--- src/rtl/i_fetch.sv ---
// Instruction-fetch stage: owns the PC, drives instruction memory and registers the IF/ID pair.
// Optional build macro IF_DELAY_SLOT_EN: a redirect edge keeps the delay-slot word instead of a NOP.
module i_fetch #(
   parameter logic [31:0] RESET_PC = 32'h00000000,
   parameter logic [31:0] NOP      = 32'h00000015
) (
   input  logic        clk,
   input  logic        rst_n,
   input  logic        stall,
   input  logic        jump_or_branch,
   input  logic [31:0] target,
   input  logic        reg_lock_if,
   input  logic [3:0]  lock_len,
   output logic [31:0] imem_addr,
   input  logic [31:0] imem_data,
   output logic [31:0] instruction,
   output logic [31:0] pc_plus_four,
   output logic        lock_busy
);

   localparam logic [0:0] RUN  = 1'b0;
   localparam logic [0:0] LOCK = 1'b1;

   logic [0:0]  state;
   logic [3:0]  cnt;
   logic [31:0] pc;
   logic [31:0] pc_next_seq;

   assign pc_next_seq = pc + 32'd4;
   assign imem_addr   = pc;
   assign lock_busy   = (state == LOCK);

   // A lock of N edges spends its first edge in RUN, so LOCK only covers the remaining N-1.
   always_ff @(posedge clk or negedge rst_n) begin
      if (!rst_n) begin
         pc           <= RESET_PC;
         instruction  <= NOP;
         pc_plus_four <= 32'h00000000;
         state        <= RUN;
         cnt          <= 4'd0;
      end else if (!stall) begin
         if (state == LOCK) begin
            cnt <= cnt - 4'd1;
            if (cnt == 4'd1) begin
               state <= RUN;
            end
         end else if (jump_or_branch) begin
            pc           <= target;
            pc_plus_four <= pc_next_seq;
`ifdef IF_DELAY_SLOT_EN
            instruction  <= imem_data;
`else
            instruction  <= NOP;
`endif
         end else if (reg_lock_if) begin
            if (lock_len > 4'd1) begin
               state <= LOCK;
               cnt   <= lock_len - 4'd1;
            end
         end else begin
            instruction  <= imem_data;
            pc_plus_four <= pc_next_seq;
            pc           <= pc_next_seq;
         end
      end
   end

endmodule

--- config.mk ---
export PLATFORM = sky130hd
export DESIGN_NAME = i_fetch
export DESIGN_NICKNAME = d
export VERILOG_FILES = /design/src/rtl/i_fetch.sv
export SDC_FILE = /design/constraint.sdc
export NUM_CORES = 1
export LEC_CHECK = 0
export CORE_UTILIZATION = 43
export CTS_CLUSTER_DIAMETER = 50
export CTS_CLUSTER_SIZE = 8
export DETAILED_ROUTE_END_ITERATION = 6
export GPL_ROUTABILITY_DRIVEN = 0
export GPL_TIMING_DRIVEN = 0
export HOLD_SLACK_MARGIN = 0.08
export PLACE_DENSITY = 0.78
export REMOVE_ABC_BUFFERS = 1
export SKIP_LAST_GASP = 1
export SLEW_MARGIN = 25
export SYNTH_ARGS = -nofsm -noshare
export SYNTH_HDL_FRONTEND = slang
export SYNTH_SLANG_ARGS = --single-unit
--- constraint.sdc ---
create_clock -name clk -period 1.9 [get_ports clk]
set_input_delay 0.38 -clock clk [delete_from_list [all_inputs] [get_ports clk]]
set_output_delay 0.38 -clock clk [all_outputs]
set_load 0.03 [all_outputs]
==> results.toml, run 1 <==
[status]
outcome = "finished with violations"
violations = "setup timing"

[synth]
synth_top_area_cell = "dfrtp_1"
synth_edf_count = 0
syn-cell-area_mm2 = 0.005408
netlist_top_cells_area = "dfrtp_1 45%, nand2_1 6.8%, nand3_1 5.0%"
synth_top_area_share = 0.4535
synthCells = 621
syn_avg_cell_area_um2 = 8.708
synth_flop_cell = "dfrtp_1"
synth_cell_types = 55
ys_warn_count = 0
synth-async-reset-ratio = 1.000
synth_seq_cells = 101
synth_seq_area_share = 0.4681
synth_top_cells_by_count = "98 x dfrtp_1, 98 x nand2_1, 54 x nand3_1"

[sta]
setup_tns_ps = -712.6
fin_ws_ps = -100.3
maxSlewHeadroom = 0.5417
worst_slew_pin_slew_ps = 687.5
period_minus_slack_ps = 2000
slew_viol_final = 0
fin_crit_sh = 1.053
finClkSkew_ps = 11.01
setup_viol = 17
clock.fmax_ghz = 0.4999
rsz0062_at_grt = "yes"
hold_slack_ps = 452.5
finalHoldViolations = 0

[finish]
n_antenna_cell = 0
final_cell_area_mm2 = 0.008377
syn2layout_area_growth_pct = 54.91
drive_above_1_share = 0.1935
utilization = 0.6916
fin_cells = 995
nets = 900

[routing]
vias = 5846
routed_via_density = 5.875
first_pass_iters = 5
route.detailed.drc = 0
wl_um = 18460
wl_per_cell_um = 18.55
ant_nets = 0
drtIter0Drc = 457

[power_and_ir_drop]
ir_drop_mv = 0.7513
leakage_nw = 3.532
p_per_area_mw_per_mm2 = 1487

[clocking]
cts_tree = "done"
cts_num_sinks = 101
insertion_delay_ps = 350
cts_root_buf = "clkbuf_16"
cts_buffers = 9
clockBufferDepth = 2
path_clk_slew_ps = 70
htree_levels = 3

[floorplan]
core_mm2 = 0.01211
fp.dieH_um = 114.1
die_w_um = 114.1
fp.dieArea_mm2 = 0.01303
io_pins = 170
start_util = 0.4465
row_count = 40

[global_routing]
grt_pass1_wl_um = 26990
grt_antenna_before_repair = 0
grt_util_all_layers = 0.2622
grt_start_max_net_pins = 67
grt-ovfl-total = 0
grt_pass1_vias = 5420

[placed_design]
io_buffer_count = 169
dp.final_hpwl_um = 10090
post-place-cells = 905
postPlaceCellArea_mm2 = 0.007152

[setup_path]
crit_required_ps = 2120
path_cells = "nand4_1 -> buf_4 -> or4_4 -> buf_4 -> o311ai_4 -> o211ai_1"
cp-startpoint = "imem_addr[13]"
critPathKind = "reg -> reg"
endpoint_kind = "flip-flop"
path_max_fanout = 7
max_stage_delay_ps = 570
cpMostUsedCell = "buf_4"
cpMaxStageDelayCell = "or4_4"
crit-reg2reg-launch = "imem_addr[13]"
cp.arrival_ps = 2220
cp-start-kind = "flip-flop"

[hold_path]
hold_path_class = "reg -> reg"
hp-start = "instruction[0]"

[job]
drv_cap = 0
-- metrics by stage --
stage	total power [mW]	setup slack, ps
after global placement	9.340	-3986
after global routing	13.11	-129.1
final	12.46	-100.3
after CTS	11.83	-187.5
after detailed placement	9.561	-1442
after floorplan	7.045	-1565
-- path summary, 6_finish.rpt --
| kind | slack, ps | depth (start not counted) | end |
|---|---|---|---|
| worst max-delay path | -100 | 6 | imem_addr[24] |
| worst min-delay path | 450 | 2 | instruction[0] |
| worst max register to register | -100 | 6 | imem_addr[24] |
| worst min register to register | 450 | 2 | instruction[0] |
| max in group asynchronous | 730 | 3 | imem_addr[2] |
| min in group asynchronous | 530 | 2 | imem_addr[29] |
-- worst max-delay path, delay by kind of cell, from the launching register on --
kind | cells | cell delay [ps]
compound gates | 2 | 330
buf+inv | 2 | 390
flops | 1 | 380
simple gates | 2 | 760
-- report_power, final --
| group | leakage [nW] | total [mW] | switching, mW | internal, mW |
|---|---|---|---|---|
| sequential | 1.14 | 3.83 | 0.787 | 3.04 |
| combinational | 2.26 | 6.84 | 3.94 | 2.90 |
| clock | 0.141 | 1.79 | 0.831 | 0.961 |
-- repair_timing --
| item | in CTS | in global routing |
|---|---|---|
| gates resized for setup | 72 | 34 |
| buffers inserted | 33 | 32 |
| hold buffers | 1 | 0 |
| endpoints found under the setup margin | 126 | 44 |
| pin swaps | 29 | 19 |
| gates cloned | 5 | 3 |
| endpoints found under the hold margin | 43 | 0 |
-- cells by family (layout without fill, tap and decap cells) --
logic type | after synthesis | after routing | share of synthesized area
adder cells (fa/ha/maj) | 5 | 5 | 0.01157
AO/OA/AOI/OAI | 144 | 144 | 0.1703
XOR/XNOR | 14 | 14 | 0.02268
AND/OR/NAND/NOR | 284 | 290 | 0.2635
multiplexers | 5 | 5 | 0.009949
buffers and inverters | 68 | 268 | 0.05391
flip-flops | 101 | 101 | 0.4681
-- state kept, by name, indices dropped and copies added, names as in the netlist --
| signal | flops |
|---|---|
| cnt | 4 |
| lock_busy | 1 |
| imem_addr | 32 |
| pc_plus_four | 32 |
| instruction | 32 |
-- layout by cell type, fill, tap and decap left out, types with 3 or more instances in the layout --
cell type | Yosys | final
a21oi_1 | 24 | 24
a22oi_1 | 9 | 9
a311o_1 | 3 | 3
a31o_2 | 4 | 4
a31oi_1 | 19 | 18
and2_1 | 4 | 3
and3_1 | 19 | 18
and4_1 | 7 | 4
buf_12 | 0 | 5
buf_4 | 4 | 57
buf_6 | 2 | 5
clkbuf_16 | 0 | 11
clkdlybuf4s50_1 | 0 | 139
dfrtp_1 | 98 | 79
dfrtp_2 | 0 | 19
dfstp_2 | 3 | 3
dlygate4sd2_1 | 0 | 23
dlymetal6s2s_1 | 0 | 5
ha_1 | 5 | 4
inv_1 | 12 | 11
mux2_2 | 3 | 3
nand2_1 | 98 | 97
nand3_1 | 54 | 52
nand4_1 | 18 | 18
nor2_1 | 43 | 42
nor3_1 | 7 | 5
nor4_4 | 0 | 3
o211ai_1 | 12 | 12
o21a_1 | 3 | 3
o21ai_0 | 43 | 39
o21ai_1 | 0 | 3
o22a_1 | 3 | 3
o2bb2ai_1 | 5 | 5
or3_1 | 10 | 10
or4_4 | 1 | 6
or4b_1 | 5 | 5
xnor2_1 | 9 | 9
xor2_1 | 5 | 5
-- routing by layer --
layer / wire, µm / global-route usage
met1: 7594 / 0.3353
met2: 9050 / 0.4356
met3: 1332 / 0.04500
met4: 485 / 0.1186
met5: 0 / 0
-- final cells by class --
type	count	area, µm²
inverters	12	47.55
fillers	986	3735
clock inverters	5	35.03
well taps	168	210.2
multi-input cells	458	2907
flip-flops and latches	101	2555
repair buffers	240	2370
clock buffers	11	252.7
No activity file was read; power rests on OpenSTA's default activity.
==> inputs of run 2 (changes only) <==
Settings changed: CTS_CLUSTER_SIZE 8 to default.
Clock period 1.9 ns to 1.7 ns, I/O delays scaled along.
==> results.toml, run 2 (synthesized netlist as in run 1, its figures left out) <==
[setup_path]
r2r_cells = 4
cp.arrival_ps = 2270
rrSetupSlack_ps = -300
crit_required_ps = 1970
crit-reg2reg-launch = "imem_addr[12]"
cpMaxStageDelayCell = "or4_4"
path_max_fanout = 8
endpoint_kind = "flip-flop"
max_stage_delay_ps = 650
path_cells = "nand4_1 -> or4_4 -> or4_1 -> a31oi_1"
cp-start-kind = "flip-flop"
cp-startpoint = "imem_addr[12]"
critPathKind = "reg -> reg"
crit_path_end = "pc_plus_four[23]"
r2r-end = "pc_plus_four[23]"

[global_routing]
top_usage_layer = "met2"
grtUsageMet3 = 0.04129
grt-ovfl-total = 0
grt_util_all_layers = 0.2837
grt_pass1_wl_um = 28850
grt_antenna_before_repair = 0
grt_start_max_net_pins = 64
use_met2 = 0.4614
grtUsageMet1 = 0.3774
grt_pass1_vias = 5595

[routing]
route.detailed.drc = 0
drtIter0Drc = 496
ant_nets = 0
wl_um = 18550
routed_via_density = 5.874
wl_per_cell_um = 18.77
vias = 5804
first_pass_iters = 5

[sta]
finalHoldViolations = 0
finClkSkew_ps = 12.65
worst_slew_pin_slew_ps = 779.6
maxSlewHeadroom = 0.4755
fin_ws_ps = -303.0
fin_crit_sh = 1.178
rsz0062_at_grt = "yes"
period_minus_slack_ps = 2003
setup_tns_ps = -5129
setup_viol = 28
slew_viol_final = 0
clock.fmax_ghz = 0.4992

[finish]
drive_above_1_share = 0.1866
fin_cells = 988
final_common_cell = "dlygate4sd2_1"
mostFrequentLayoutCells = "98 x dlygate4sd2_1, 97 x nand2_1, 78 x dfrtp_1, 67 x clkdlybuf4s50_1, 50 x nand3_1"
n_antenna_cell = 0
nets = 893
utilization = 0.6805
syn2layout_area_growth_pct = 52.41

[placed_design]
post-place-cells = 905
dp.final_hpwl_um = 10090
pre_cts_ws_ps = -1602
io_buffer_count = 169

[clocking]
cts_buffers = 9
htree_levels = 3
path_clk_slew_ps = 70
cts_root_buf = "clkbuf_16"
cts_tree = "done"
clockBufferDepth = 2
insertion_delay_ps = 350
cts_num_sinks = 101

[power_and_ir_drop]
leakage_nw = 3.609
ir_drop_mv = 0.8290
p_per_area_mw_per_mm2 = 1615

[floorplan]
start_util = 0.4465
core_mm2 = 0.01211
fp.dieH_um = 114.1
io_pins = 170
row_count = 40
die_w_um = 114.1
fp.dieArea_mm2 = 0.01303

[job]
drv_cap = 0

[status]
outcome = "finished with violations"
violations = "setup timing"

[hold_path]
hold_path_class = "in -> reg"
hp-start = "jump_or_branch"
worstHoldPathCells = 3
-- run 2: changes by cell type in the layout (fill, tap and decap cells not counted), sizes merged --
cell           previous run  this run
clkdlybuf4s50           139        67
bufbuf                    0         1
dlymetal6s2s              5         1
dlygate4sd2              23        98
buf                      70        63
-- run 2: layer usage --
metal / up-vias / routed length, µm / part of all wire
li1: 2641 / - / -
met1: 2825 / 7660 / 0.41
met2: 295 / 9139 / 0.49
met3: 43 / 1307 / 0.070
met4: 0 / 440 / 0.024
met5: - / 0 / 0
-- run 2: worst min-delay path by stage --
stage / slack [ps] / to
detailed placement: 310 / imem_addr[29]
finish: 420 / instruction[4]
global route: 440 / instruction[0]
global placement: 440 / instruction[4]
CTS: 450 / instruction[4]
floorplan: 40 / cnt[0]
-- run 2: per-stage QoR --
| stage | total power [mW] | hold slack [ps] | instance area (µm²) |
|---|---|---|---|
| 2_1_floorplan | 7.874 | 44.41 | 5161 |
| 5_1_grt | 14.07 | 442.2 | 8242 |
| 4_1_cts | 12.91 | 450.8 | 7988 |
| 3_3_place_gp | 10.44 | 441.8 | 7063 |
| 6_report | 13.31 | 419.4 | 8242 |
| 3_5_place_dp | 10.69 | 310.0 | 7152 |
-- run 2: repair_timing --
action,CTS,global route
endpoints found under the hold margin,43,0
gates cloned,8,1
hold buffers,1,0
pin swaps,33,24
resized for setup,162,30
buffers inserted,41,16
setup endpoints to repair,198,73
-- run 2: final cells by class --
| cell class | count | area [µm²] |
|---|---|---|
| well taps | 168 | 210.2 |
| fillers | 1024 | 3870 |
| clock buffers | 11 | 252.7 |
| inverters | 12 | 47.55 |
| multi-input cells | 458 | 2898 |
| repair buffers | 233 | 2242 |
| flip-flops and latches | 101 | 2556 |
| clock inverters | 5 | 35.03 |
-- run 2: where the power goes --
part           switching (mW)  total [mW]  internal [mW]
clock network           0.932        2.01           1.07
registers               0.795        4.19           3.40
logic                    4.42        7.11           2.69
-- run 2: worst max-delay path: cells and delay by family, from the launching register on --
family	cells	cell delay [ps]
compound gates	1	190
flops	1	380
simple gates	3	1340
